File: src/rtl/uart_rx.sv
// 8N1 UART receiver: two-flop RXD synchroniser, bit-centre sampling, one-deep
// holding register with valid/ready handshake, frame-error and overrun pulses.
//
// state   | meaning
// --------+-----------------------------------------------------------
// S_IDLE  | line idle, waiting for a low level on the synchronised RXD
// S_START | counting to the start-bit centre to confirm a real start
// S_DATA  | sampling eight data bits LSB first at each bit centre
// S_STOP  | sampling the stop bit, then delivering or flagging the byte
// S_BREAK | stop bit was low; waiting for the line to return high
module uart_rx #(
   parameter int CLKS_PER_BIT = 104
) (
   input  logic       CLK,
   input  logic       RESET,
   input  logic       RXD,
   output logic [7:0] rx_data,
   output logic       rx_valid,
   input  logic       rx_ready,
   output logic       frame_err,
   output logic       overrun
);

   localparam int HALF_BIT = CLKS_PER_BIT / 2;
   localparam int CW       = $clog2(CLKS_PER_BIT);
   localparam logic [CW-1:0] HALF_END = CW'(HALF_BIT - 1);
   localparam logic [CW-1:0] BIT_END  = CW'(CLKS_PER_BIT - 1);

   typedef enum logic [2:0] {
      S_IDLE,
      S_START,
      S_DATA,
      S_STOP,
      S_BREAK
   } state_t;

   state_t        state_q, state_d;
   logic          sync1_q, sync1_d;
   logic          rxs_q, rxs_d;
   logic [CW-1:0] cnt_q, cnt_d;
   logic [2:0]    idx_q, idx_d;
   logic [7:0]    shift_q, shift_d;
   logic [7:0]    rx_data_q, rx_data_d;
   logic          rx_valid_q, rx_valid_d;
   logic          frame_err_q, frame_err_d;
   logic          overrun_q, overrun_d;

   always_comb begin
      state_d     = state_q;
      sync1_d     = RXD;
      rxs_d       = sync1_q;
      cnt_d       = cnt_q + 1'b1;
      idx_d       = idx_q;
      shift_d     = shift_q;
      rx_data_d   = rx_data_q;
      rx_valid_d  = rx_valid_q;
      frame_err_d = 1'b0;
      overrun_d   = 1'b0;

      if (rx_valid_q && rx_ready) begin
         rx_valid_d = 1'b0;
      end

      case (state_q)
         S_IDLE: begin
            cnt_d = '0;
            if (!rxs_q) begin
               state_d = S_START;
            end
         end
         S_START: begin
            if (cnt_q == HALF_END) begin
               cnt_d = '0;
               if (!rxs_q) begin
                  state_d = S_DATA;
                  idx_d   = 3'd0;
               end else begin
                  state_d = S_IDLE;
               end
            end
         end
         S_DATA: begin
            if (cnt_q == BIT_END) begin
               cnt_d          = '0;
               shift_d[idx_q] = rxs_q;
               if (idx_q == 3'd7) begin
                  state_d = S_STOP;
               end else begin
                  idx_d = idx_q + 3'd1;
               end
            end
         end
         S_STOP: begin
            if (cnt_q == BIT_END) begin
               cnt_d = '0;
               if (rxs_q) begin
                  // Back to idle at the stop centre: half a bit of margin for the next start.
                  state_d = S_IDLE;
                  if (!rx_valid_q || rx_ready) begin
                     rx_data_d  = shift_q;
                     rx_valid_d = 1'b1;
                  end else begin
                     overrun_d = 1'b1;
                  end
               end else begin
                  state_d     = S_BREAK;
                  frame_err_d = 1'b1;
               end
            end
         end
         S_BREAK: begin
            cnt_d = '0;
            if (rxs_q) begin
               state_d = S_IDLE;
            end
         end
         default: begin
            cnt_d   = '0;
            state_d = S_IDLE;
         end
      endcase
   end

   always_ff @(posedge CLK) begin
      if (RESET) begin
         state_q     <= S_IDLE;
         sync1_q     <= 1'b1;
         rxs_q       <= 1'b1;
         cnt_q       <= '0;
         idx_q       <= 3'd0;
         shift_q     <= 8'h00;
         rx_data_q   <= 8'h00;
         rx_valid_q  <= 1'b0;
         frame_err_q <= 1'b0;
         overrun_q   <= 1'b0;
      end else begin
         state_q     <= state_d;
         sync1_q     <= sync1_d;
         rxs_q       <= rxs_d;
         cnt_q       <= cnt_d;
         idx_q       <= idx_d;
         shift_q     <= shift_d;
         rx_data_q   <= rx_data_d;
         rx_valid_q  <= rx_valid_d;
         frame_err_q <= frame_err_d;
         overrun_q   <= overrun_d;
      end
   end

   assign rx_data   = rx_data_q;
   assign rx_valid  = rx_valid_q;
   assign frame_err = frame_err_q;
   assign overrun   = overrun_q;

endmodule

File: config.mk
export PLATFORM = sky130hd
export DESIGN_NAME = uart_rx
export DESIGN_NICKNAME = d
export VERILOG_FILES = /design/src/rtl/uart_rx.sv
export SDC_FILE = /design/constraint.sdc
export NUM_CORES = 1
export LEC_CHECK = 0
export BUFFER_PORTS_ARGS = -buffer_cell sky130_fd_sc_hd__buf_2
export CORE_AREA = 5 5 57 59
export DETAILED_ROUTE_END_ITERATION = 16
export DIE_AREA = 0 0 62 64
export PLACE_DENSITY = 0.85
export RECOVER_POWER = 25
export SETUP_SLACK_MARGIN = 0.1
export SLEW_MARGIN = 20
export SYNTH_ARGS = -nofsm -noshare
export SYNTH_HDL_FRONTEND = slang
export SYNTH_SLANG_ARGS = --single-unit
File: constraint.sdc
create_clock -name CLK -period 2.8 [get_ports CLK]
set_input_delay 0 -clock CLK [delete_from_list [all_inputs] [get_ports CLK]]
set_output_delay 0 -clock CLK [all_outputs]
set_load 0.02 [all_outputs]
# ---- Yosys cells after proc, flatten, opt, wreduce, memory -nomap -nowiden
# Cells that the tools add are included.
dict set report word_totals {
  ff_bits 34
  latch_bits 0
  mem_bits_rw 0
  romBits 0
  inputBits 4
  output_inout_bits 11
  word_cells 72
  mem_count 0
}
dict set report op_classes {
  addsub 2
  multipliers 0
  div_mod_pow 0
  n_lt_le_gt_ge 2
  eq_ne 15
  shifts 0
  n_mux 27
  n_bitwise 3
  reduce_logical 13
}
# operator count
set op_table {}
lappend op_table {{3-bit 2-to-1 mux} 11}
lappend op_table {{2-bit != test, second input constant} 8}
lappend op_table {{3-bit case mux with 5 select lines} 1}
lappend op_table {{7-bit 2-to-1 mux} 2}
lappend op_table {{7-bit case mux with 2 select lines} 1}
lappend op_table {{8-bit bitwise mux} 1}
lappend op_table {{1-bit 2-to-1 mux} 8}
lappend op_table {{7-bit by 1-bit adder with 7-bit output, second input constant} 1}
lappend op_table {{7-bit by 6-bit == test with 1-bit output, second input constant} 1}
lappend op_table {{7-bit == test, second input constant} 1}
lappend op_table {{3-bit by 2-bit == test with 1-bit output, second input constant} 2}
lappend op_table {{3-bit == test, second input constant} 2}
lappend op_table {{3-bit case mux with 2 select lines} 1}
lappend op_table {{6-bit AND reduction} 1}
lappend op_table {{5-bit AND reduction} 1}
lappend op_table {{3-bit by 4-bit < comparator with 1-bit output, second input constant} 1}
lappend op_table {{4-bit AND reduction} 1}
lappend op_table {{4-bit OR reduction} 1}
lappend op_table {{3-bit by 1-bit adder with 3-bit output, second input constant} 1}
lappend op_table {{1-bit demux with 3-bit select} 1}
lappend op_table {{3-bit by 1-bit == test with 1-bit output, second input constant} 1}
lappend op_table {{3-bit by 1-bit greater-or-equal comparator with 1-bit output, second input constant} 1}
lappend op_table {{3-bit logical NOT} 1}
lappend op_table {{1-bit inverter} 3}
lappend op_table {{8 further kinds} 9}

# ---- Depth between registers and ports, before layout
# Gate-level depths: netlist of the first run.
dict set report logic_depth {
  ltp_word 6
  mapped_depth 7
  depth_no_buf 6
}

# ---- Worst setup path before layout of the first run
# No wires, ideal clock.
dict set report synth_path {
  path_kind {reg2reg}
  from {register idx_q[0]}
  to {register idx_q[0]}
  setup_time_ps 70
  t_arrival_ps 1658
  required_ps 2730
  setup_slack_ps 1072
  path_stages_with_launch 8
  cell_sequence {dfxtp_1 -> ha_1 -> ha_1 -> nor2_1 -> or4b_1 -> buf_2 -> or2_0 -> a21oi_1}
}
dict set report synth_between {
  elab_chain_len 4
}
# element line_no
set synth_lines {}
lappend synth_lines {{start: declaration} 41} ;# logic [2:0] idx_q, idx_d;
lappend synth_lines {{start signal: assignment} 141} ;# idx_q <= idx_d;
lappend synth_lines {{3-bit by 1-bit adder with 3-bit output} 89} ;# idx_d = idx_q + 3'd1;
lappend synth_lines {{3-bit 2-to-1 mux} 86} ;# if (idx_q == 3'd7) begin
lappend synth_lines {{3-bit 2-to-1 mux} 83} ;# if (cnt_q == BIT_END) begin
lappend synth_lines {{3-bit case mux with 2 select lines} 64} ;# case (state_q)
# Several ways; a longest one is shown, not always the timed one. The select of a mux whose other input is x is not followed.
# A chain may end at the register's enable or synchronous reset.

# ---- Worst setup path in the final report of the first run
# Ends and elaborated chain as after synthesis.

==> results by stage, run 1 <==
Clock network:
- The total clock buffers created by CTS is 5.
- The clock tree root buffer cell is sky130_fd_sc_hd__clkbuf_4.
- Clock tree synthesis found a total of 34 sinks.
- The clock passes through at most 2 buffers.
- TritonCTS built the clock tree.
- The post-CTS clock slew at the launch and capture registers of the worst setup and hold paths is 0.10 ns.
- The H-tree was split into 2 levels.
- Clock latency on the worst-skew pair, taken at its later pin, is 0.34 ns.

Power:
- The power share of the clock group is 41.5%.
- The power share of the combinational group is 3.0%.
- The worst supply voltage drop on vdd is roughly 0.00046 V.
- Of the total power, the share spent switching nets is 20.0%.
- The total power is 884 uW.
- The net switching power figure is 177 uW.
- The power density of the placed cells is 518 mW/mm^2.
- The internal power of the cells totals 707 uW.
- The leakage power summed over all cells is 0.000700 uW.
- The share of total power in sequential cells is 55.5%.

Detailed routing:
- The violation count after the first detailed-route iteration is 35.
- Once detail routing completed, the nets flagged for antenna violations numbered 0.
- In the final routed layout, each cell accounts on average for 13.2 um.
- The total routed wirelength is 2.79 mm.
- The number of iterations in the first detailed-routing pass is 4.
- The total number of vias is 1,186.
- For this run, design rule violations remaining after detail routing come to 0.
- The average via count per standard cell is 5.59.

Setup path:
- The largest delay contributor family on the critical path is simple AND/OR/NAND/NOR gates.
- The count of buffering cells on the critical path with inverters included is 0.
- At the worst endpoint, the arrival time is 2.19 ns.
- By startpoint and endpoint, the worst setup path is classified as register to register.
- STA classifies the critical path startpoint as a register.
- The required time at the worst-slack endpoint is 3.07 ns.
- The setup slack on the worst flop-to-flop path is 0.89 ns.
- Along the worst path, the maximum fanout reaches 8.
- The cell with the most instances on the worst path is sky130_fd_sc_hd__ha_1.
- In this design, the stage delay of the slowest critical-path cell is 0.55 ns.
- The endpoint class of the critical path is a register.
- Walking the worst path, the cells encountered are ha_1 > ha_1 > nor2_1 > or4b_1 > or2_0 > a21oi_1.
- The cell with the biggest individual delay on the critical path is sky130_fd_sc_hd__or4b_1.

STA:
- The final count of pins violating max slew is 0.
- The maximum clock frequency is 0.522 GHz.
- In this run the tightest slew margin relative to its limit is 61.1%.
- Setup violations remaining at the end of the flow were counted as 0.
- The largest clock skew in the final design is ~0.011 ns.
- The clock period minus worst slack is 1.91 ns.
- The sum of negative setup slack is 0 ns.
- Setup repair after global routing left no endpoint under its margin.
- The number of hold violations in the final report is 0.
- The worst path uses around 68% of the clock period.
- For the pin with the worst max-slew slack, the measured transition is around 0.58 ns.

GRT:
- The initial antenna violation count came to 0.
- The global-route track usage on met3 is 6.64%.
- The maximum number of pins on one net before global-route repair is 30.
- The overall routing resource usage is 16.7%.
- The global-route wire length before repair is a little under 5 mm.
- The global routing stage identified its most utilized layer as met2.
- Global routing consumed, on the met1 layer, a little under a fifth of the routing resources.
- The number of global-route vias before repair is 1,173.
- After global routing the overflow that remains totals 0.
- The met2 track demand over resource is 26.4%.

Flow run:
- Max-cap violations in this run came to 0.

Logic synthesis:
- The fraction of registers with async set/reset is 0%.
- After synthesis the cells add up to between 0.0015 and 0.002 mm^2.
- Synthesis produced a netlist whose cell count is 167.
- The total nets after synthesis is about 170.
- After synthesis, the mean cell area works out to between 9 and 10 um^2.
- Synthesis instantiated 39 different standard cells from the library.
- The top cell type by area accounts for 44.1% of the synthesized area.
- The dominant synthesized flop cell is sky130_fd_sc_hd__dfxtp_1.
- sky130_fd_sc_hd__dfxtp_1 takes more of the synthesized area than any other cell.
- The sequential area share after synthesis is 44.1%.
- The number of enable flip-flop cells after synthesis is 0.
- The post-synthesis register bit count is 34.
- The Yosys step of the flow raised 0 warnings.
- After synthesis, the cell types taking the most area are sky130_fd_sc_hd__dfxtp_1 44%, sky130_fd_sc_hd__mux2i_1 11%, sky130_fd_sc_hd__nand2b_1 5.3%, sky130_fd_sc_hd__nor2_1 4.9%, sky130_fd_sc_hd__nand2_1 3.4%.

Outcome:
- The run finished with clean final reports.

Final layout:
- At the end of the flow, the number of nets in the layout was 188.
- The library cell used most frequently in the layout, excluding fill and tap cells, is sky130_fd_sc_hd__dfxtp_1.
- Counting the fill cells in the layout gives 226.
- In the layout the commonest cells are 34 x sky130_fd_sc_hd__dfxtp_1, 20 x sky130_fd_sc_hd__nor2_1, 17 x sky130_fd_sc_hd__mux2i_1.
- The multi-input gate area in the final layout is roughly 820 um^2.
- From synthesis to final layout, the design area changed by 10.5%.
- The repair_antennas step left the layout with diodes totalling 0.
- The finished layout holds between 200 and 250 standard cells, fillers aside.
- The share of the core filled with cells is 64.1%.
- Summing all flip-flop and latch instances after layout gives a little under 700 um^2.
- The ratio of cells with drive above 1 in the final layout is 10.5%.

Die:
- The die covers 0.00397 mm^2.
- The y dimension of the die is roughly 64 um.
- The number of top-level pins is 15.
- The initial utilization of the core area, before any placement, comes to 58.0%.
- The chip width is 62 um.
- The number of standard-cell rows in the floorplan is 19.
- The region available for standard cell placement spans about 0.0027 mm^2.

Placed design:
- The detailed placer's ending HPWL is between 1.5 and 2 mm.
- At the end of routability-driven placement, the weighted congestion stood at 0.815.
- Buffers placed on the I/O ports in this run total 14.
- Including well taps, the total number of placed cells is 203.

Hold path:
- The path class of the tightest hold or removal check is input pin to register.
==> worst reg2reg max path, cell delays in order (launching register included) <==
cell and delay, ns:
sky130_fd_sc_hd__dfxtp_1 0.38, sky130_fd_sc_hd__ha_1 0.23, sky130_fd_sc_hd__ha_1 0.20, sky130_fd_sc_hd__nor2_1 0.08
sky130_fd_sc_hd__or4b_1 0.55, sky130_fd_sc_hd__or2_0 0.26, sky130_fd_sc_hd__a21oi_1 0.15
==> Yosys cell counts (2+ instances only) <==
library cell / instances
sky130_fd_sc_hd__a21oi_1: 7
sky130_fd_sc_hd__dfxtp_1: 34
sky130_fd_sc_hd__inv_1: 2
sky130_fd_sc_hd__xor2_1: 3
sky130_fd_sc_hd__nand2_1: 14
sky130_fd_sc_hd__clkbuf_1: 6
sky130_fd_sc_hd__nand3_1: 9
sky130_fd_sc_hd__nor2b_1: 3
sky130_fd_sc_hd__or2_2: 2
sky130_fd_sc_hd__mux2i_1: 17
sky130_fd_sc_hd__and4bb_2: 2
sky130_fd_sc_hd__a21o_1: 2
sky130_fd_sc_hd__nor2_1: 20
sky130_fd_sc_hd__ha_1: 3
sky130_fd_sc_hd__nand2b_1: 13
sky130_fd_sc_hd__nor3_1: 4
sky130_fd_sc_hd__xnor2_1: 2
sky130_fd_sc_hd__buf_2: 2
sky130_fd_sc_hd__a21boi_0: 2
==> state kept, by name (all words and copies together), names as in the netlist <==
signal     flops
rx_data        8
shift_q        8
cnt_q          7
idx_q          3
state_q        3
frame_err      1
overrun        1
rx_valid       1
rxs_d          1
rxs_q          1
==> logic make-up after synthesis <==
| family | after synthesis | synth area share [%] |
|---|---|---|
| AND/OR/NAND/NOR | 79 | 29.5 |
| flip-flops | 34 | 44.1 |
| adder cells (fa/ha/maj) | 3 | 2.43 |
| XOR/XNOR | 5 | 2.84 |
| multiplexers | 17 | 11.0 |
| AO/OA/AOI/OAI | 18 | 7.29 |
| buffers and inverters | 11 | 2.84 |
==> per-layer routing <==
layer | vias to the layer above | share of wire [%]
met3 | 8 | 6.6
li1 | 603 | -
met1 | 529 | 44
met5 | - | 0
met2 | 46 | 47
met4 | 0 | 2.3
==> metrics by stage <==
stage               instance area [um^2]  hold slack, ns  setup WS, ns
floorplan                           1540           0.104          1.07
global placement                    1620           0.186          1.02
detailed placement                  1620           0.190         0.923
CTS                                 1720          0.0553         0.889
global route                        1710          0.0688         0.754
finish                              1710          0.0722         0.886
==> power groups by stage <==
stage	clock network (uW)	registers (uW)	logic, uW
after CTS	379	490	26.2
after global placement	0	501	23.3
final	367	490	26.2
after detailed placement	0	502	23.9
after floorplan	0	499	21.4
after global routing	402	491	29.6
==> area by class of cell <==
type                            instances  share of cell area [%]
Multi-Input combinational cell        122                    48.0
Sequential cell                        34                    39.9
Timing Repair Buffer                   16                    4.62
Clock buffer                            6                    3.01
Tap cell                               31                    2.27
Clock inverter                          1                    1.76
Inverter                                2                   0.440
==> timing repair <==
| action | in CTS | in global routing |
|---|---|---|
| hold buffers | 2 | 0 |
| setup buffers | 0 | 0 |
| resized for setup | 0 | 0 |
| hold endpoints to repair | 3 | 0 |
==> final timing paths <==
check / depth (start not counted) / start / to
setup / recovery: 6 / idx_q[0]$_SDFFE_PP0P_ / idx_q[0]$_SDFFE_PP0P_
hold / removal: 2 / RESET / rx_data[6]$_SDFFE_PP0P_
setup reg to reg: 6 / idx_q[0]$_SDFFE_PP0P_ / idx_q[0]$_SDFFE_PP0P_
hold reg to reg: 1 / rxs_d$_SDFF_PP1_ / rxs_q$_SDFF_PP1_
Note: power is estimated with default switching activity, not from simulation.
==> run 2, diff against run 1 <==
Settings changed: CORE_AREA 5 5 57 59 to 5 5 84 47, DIE_AREA 0 0 62 64 to 0 0 89 52, PLACE_DENSITY 0.85 to 0.78.
Clock period 2.8 ns to 1.6 ns, I/O delays scaled along.
==> run 2 against run 1 <==
Compared with the run above: the run now ends with setup timing left; via count increased by 8.6%; maximum frequency increased by 14%; core utilization decreased by 1.8 points; worst hold slack improved by 0.033 ns; critical path depth unchanged; critical endpoint unchanged; register-to-register slack got worse by 0.96 ns; count of clock-buffer cells in the layout unchanged; critical path type unchanged; cell area increased by 17%; combinational power increased by 120%; sequential power increased by 75%; largest power group unchanged; non-clock buffer count increased by 21.
==> results by stage, run 2 (synthesis results as in run 1) <==
Hold path:
- The worst hold-check path type is input pin to register.

STA:
- The ratio of final minimum period to clock period is 105%.
- The max-slew headroom at the worst pin is 70.5%.
- The number of hold violations in the final report is 0.
- The worst path setup slack after routing is -0.0743 ns.
- Based on the critical path, the design can be clocked at up to 0.597 GHz.
- The final count of pins violating max slew is 0.
- The largest clock skew in the final design is 0.00648 ns.
- Setup violations remaining at the end of the flow were counted as 4.
- For the pin with the worst max-slew slack, the measured transition is 0.441 ns.
- The sum of negative setup slack is -0.166 ns.
- The routed design could run at a clock period as short as between 1.5 and 2 ns.
- Setup repair after global routing could not meet its margin everywhere.

Die:
- The chip width is between 80 and 90 um.
- The die covers 0.00463 mm^2.
- 15 I/O pins were placed.
- The starting density of the core is 48.1%.
- The number of standard-cell rows in the floorplan is 15.
- The y dimension of the die is roughly 52 um.
- The area of the core is 0.00321 mm^2.

Detailed routing:
- The topmost layer with routed signal wires is met4.
- After detailed routing, the total wire length is 3.62 mm.
- The amount of wire on met2 after detailed routing is 1.59 mm.
- Summed over all nets, wire length on met3 after detailed routing comes to 228 um.
- Using the TritonRoute via totals, the vias-per-cell ratio works out to approximately 5.3.
- The violation count after the first detailed-route iteration is 91.
- The routed metal-1 wirelength is 1.73 mm.
- The number of iterations in the first detailed-routing pass is 4.
- Dividing the detail-routed wire length by the instance count gives 14.8 um.
- The count of nets left with antenna violations once routing finished came out at 0.
- For this block, the via count after detailed routing is 1,288.
- For this run, design rule violations remaining after detail routing come to 0.

Setup path:
- The number of buffers and inverters on the critical path is 0.
- The endpoint arrival time on the critical path is 1.88 ns.
- Grouping stages by cell kind, the critical path spends the most delay in simple AND/OR/NAND/NOR gates.
- In this run the worst path has a maximum fanout of 6.
- The required time at the worst-slack endpoint is 1.81 ns.
- The worst setup path is of the register to register kind.
- The slowest stage of the critical path is the sky130_fd_sc_hd__or4b_4 cell.
- The endpoint class of the critical path is a register.
- Walking the worst path, the cells encountered are ha_4 > ha_4 > nor2_4 > or4b_4 > or2_0 > a21oi_1.
- The cell with the most instances on the worst path is sky130_fd_sc_hd__ha_4.
- The delay of the slowest cell on the worst path is 0.51 ns.
- The sort of element at the start of the critical path is a register.

Power:
- The power density of the placed cells is ~760 mW/mm^2.
- Across the VDD grid, the largest voltage drop is roughly 0.00038 V.
- The net switching power figure is 340 uW.
- The share of total power in sequential cells is 56.5%.
- The leakage power summed over all cells is 0.000841 uW.
- Net switching is approximately 22% of the power.
- The power share of the clock group is 39.8%.
- Combinational logic burns between 3 and 4% of the power.
- The total power is 1520 uW.
- The internal power contribution is 1180 uW.

Placed design:
- The placed instances occupy a cell area of 0.00180 mm^2.
- The final RePlAce weighted congestion is approximately 0.87.
- The detailed placer's ending HPWL is between 2 and 3 mm.
- Input and output buffers added on the ports amount to 14.

Final layout:
- The library cell used most frequently in the layout, excluding fill and tap cells, is sky130_fd_sc_hd__dfxtp_1.
- The final non-filler cell area is between 0.0015 and 0.002 mm^2.
- The antenna diode instance count is 0.
- The net count of the finished layout is 209.
- For this run, the share of the core covered by cells in the final layout is between 60% and 70%.
- The post-route netlist has 29.1% of its cells at a drive strength greater than 1.
- The area growth from synthesis to final layout is 29.4%.
- In the layout the commonest cells are 30 x sky130_fd_sc_hd__dfxtp_1, 19 x sky130_fd_sc_hd__nor2_1, 18 x sky130_fd_sc_hd__buf_4.

GRT:
- Entering global routing, the biggest net connects 30 pins.
- The overall routing resource usage is 17.0%.
- The number of global-route vias before repair is 1,251.
- The global-route wire length before repair is between 5 and 6 mm.
- The initial antenna violation count came to 0.
- For this run the aggregate overflow at the end of global routing stands at 0.

Clock network:
- The tree built by TritonCTS fans out to 34 sinks.
- The buffer depth of the longest clock path is 2.
- After clock tree synthesis, the clock-pin slew on the worst setup and hold paths is 0.07 ns.
- The insertion delay to the later sink of the worst-skew pair is 0.29 ns.
- The clock tree root buffer cell is sky130_fd_sc_hd__clkbuf_8.
- TritonCTS built the clock tree.
- The H-tree generated during clock tree synthesis spans 2 levels.
- In this run, CTS created clock tree buffers numbering 5.

Outcome:
- The flow ran to the end, but the final reports show violations.
- The checks that failed: setup timing.

Flow run:
- Across the run, the number of max-cap violations was 0.
run 2: cell types whose count changed in the layout (fill, tap and decap cells not counted), moves of 3 or more:
cell / previous run / this run
sky130_fd_sc_hd__buf_4: 0 / 18
sky130_fd_sc_hd__buf_6: 0 / 3
sky130_fd_sc_hd__clkbuf_4: 5 / 0
sky130_fd_sc_hd__clkbuf_8: 1 / 5
sky130_fd_sc_hd__dfxtp_1: 34 / 30
sky130_fd_sc_hd__dfxtp_2: 0 / 3
sky130_fd_sc_hd__ha_1: 3 / 0
run 2: through the flow:
step,hold slack (ns),std cells,worst slack (ns)
6_report,0.105,245,-0.0743
5_1_grt,0.125,245,-0.195
4_1_cts,0.0561,243,-0.0663
3_5_place_dp,0.187,231,-0.117
3_3_place_gp,0.185,231,-0.0397
2_1_floorplan,0.104,167,-0.0387
run 2: worst reg2reg max path: cells and delay by family (launching register included):
family                     cells  cell delay, ns
adders and majority gates      2            0.32
and+or+nand+nor                3            0.80
DFF                            1            0.35
AOI/OAI and AO/OA              1            0.13
run 2: layer usage:
layer  up-vias  global-route usage, %
met1       597                   21.5
met5         -                      0
met2        42                   26.7
met4         0                   5.45
li1        642                      -
met3         7                   6.80
run 2: final cells by class:
class | instances | area [um^2]
fill | 249 | 1210
multi-input combinational | 122 | 912
sequential | 34 | 688
timing repair buffer | 37 | 255
clock buffer | 6 | 72.6
tap | 42 | 52.6
clock inverter | 2 | 10.0
inverter | 2 | 7.51
run 2: timing repair:
action,in CTS,in global routing
endpoints found under the setup margin,20,24
resized for setup,14,9
hold endpoints to repair,1,0
hold buffers,1,0
pin swaps,3,4
setup buffers,3,2
run 2: power groups by stage:
| stage | logic [uW] | clock network (uW) | registers (uW) |
|---|---|---|---|
| final | 56.4 | 604 | 857 |
| after global routing | 62.0 | 653 | 857 |
| after CTS | 54.9 | 620 | 856 |
| after detailed placement | 50.2 | 0 | 875 |
| after global placement | 47.5 | 0 | 875 |
| after floorplan | 37.6 | 0 | 872 |
run 2: worst paths after layout:
path,slack [ns],to,depth (start not counted),from
worst max-delay path,-0.07,idx_q[0]$_SDFFE_PP0P_,6,idx_q[0]$_SDFFE_PP0P_
worst max register to register,-0.07,idx_q[0]$_SDFFE_PP0P_,6,idx_q[0]$_SDFFE_PP0P_
worst min-delay path,0.10,overrun$_SDFF_PP0_,3,rx_ready
worst min register to register,0.41,rxs_q$_SDFF_PP1_,1,rxs_d$_SDFF_PP1_
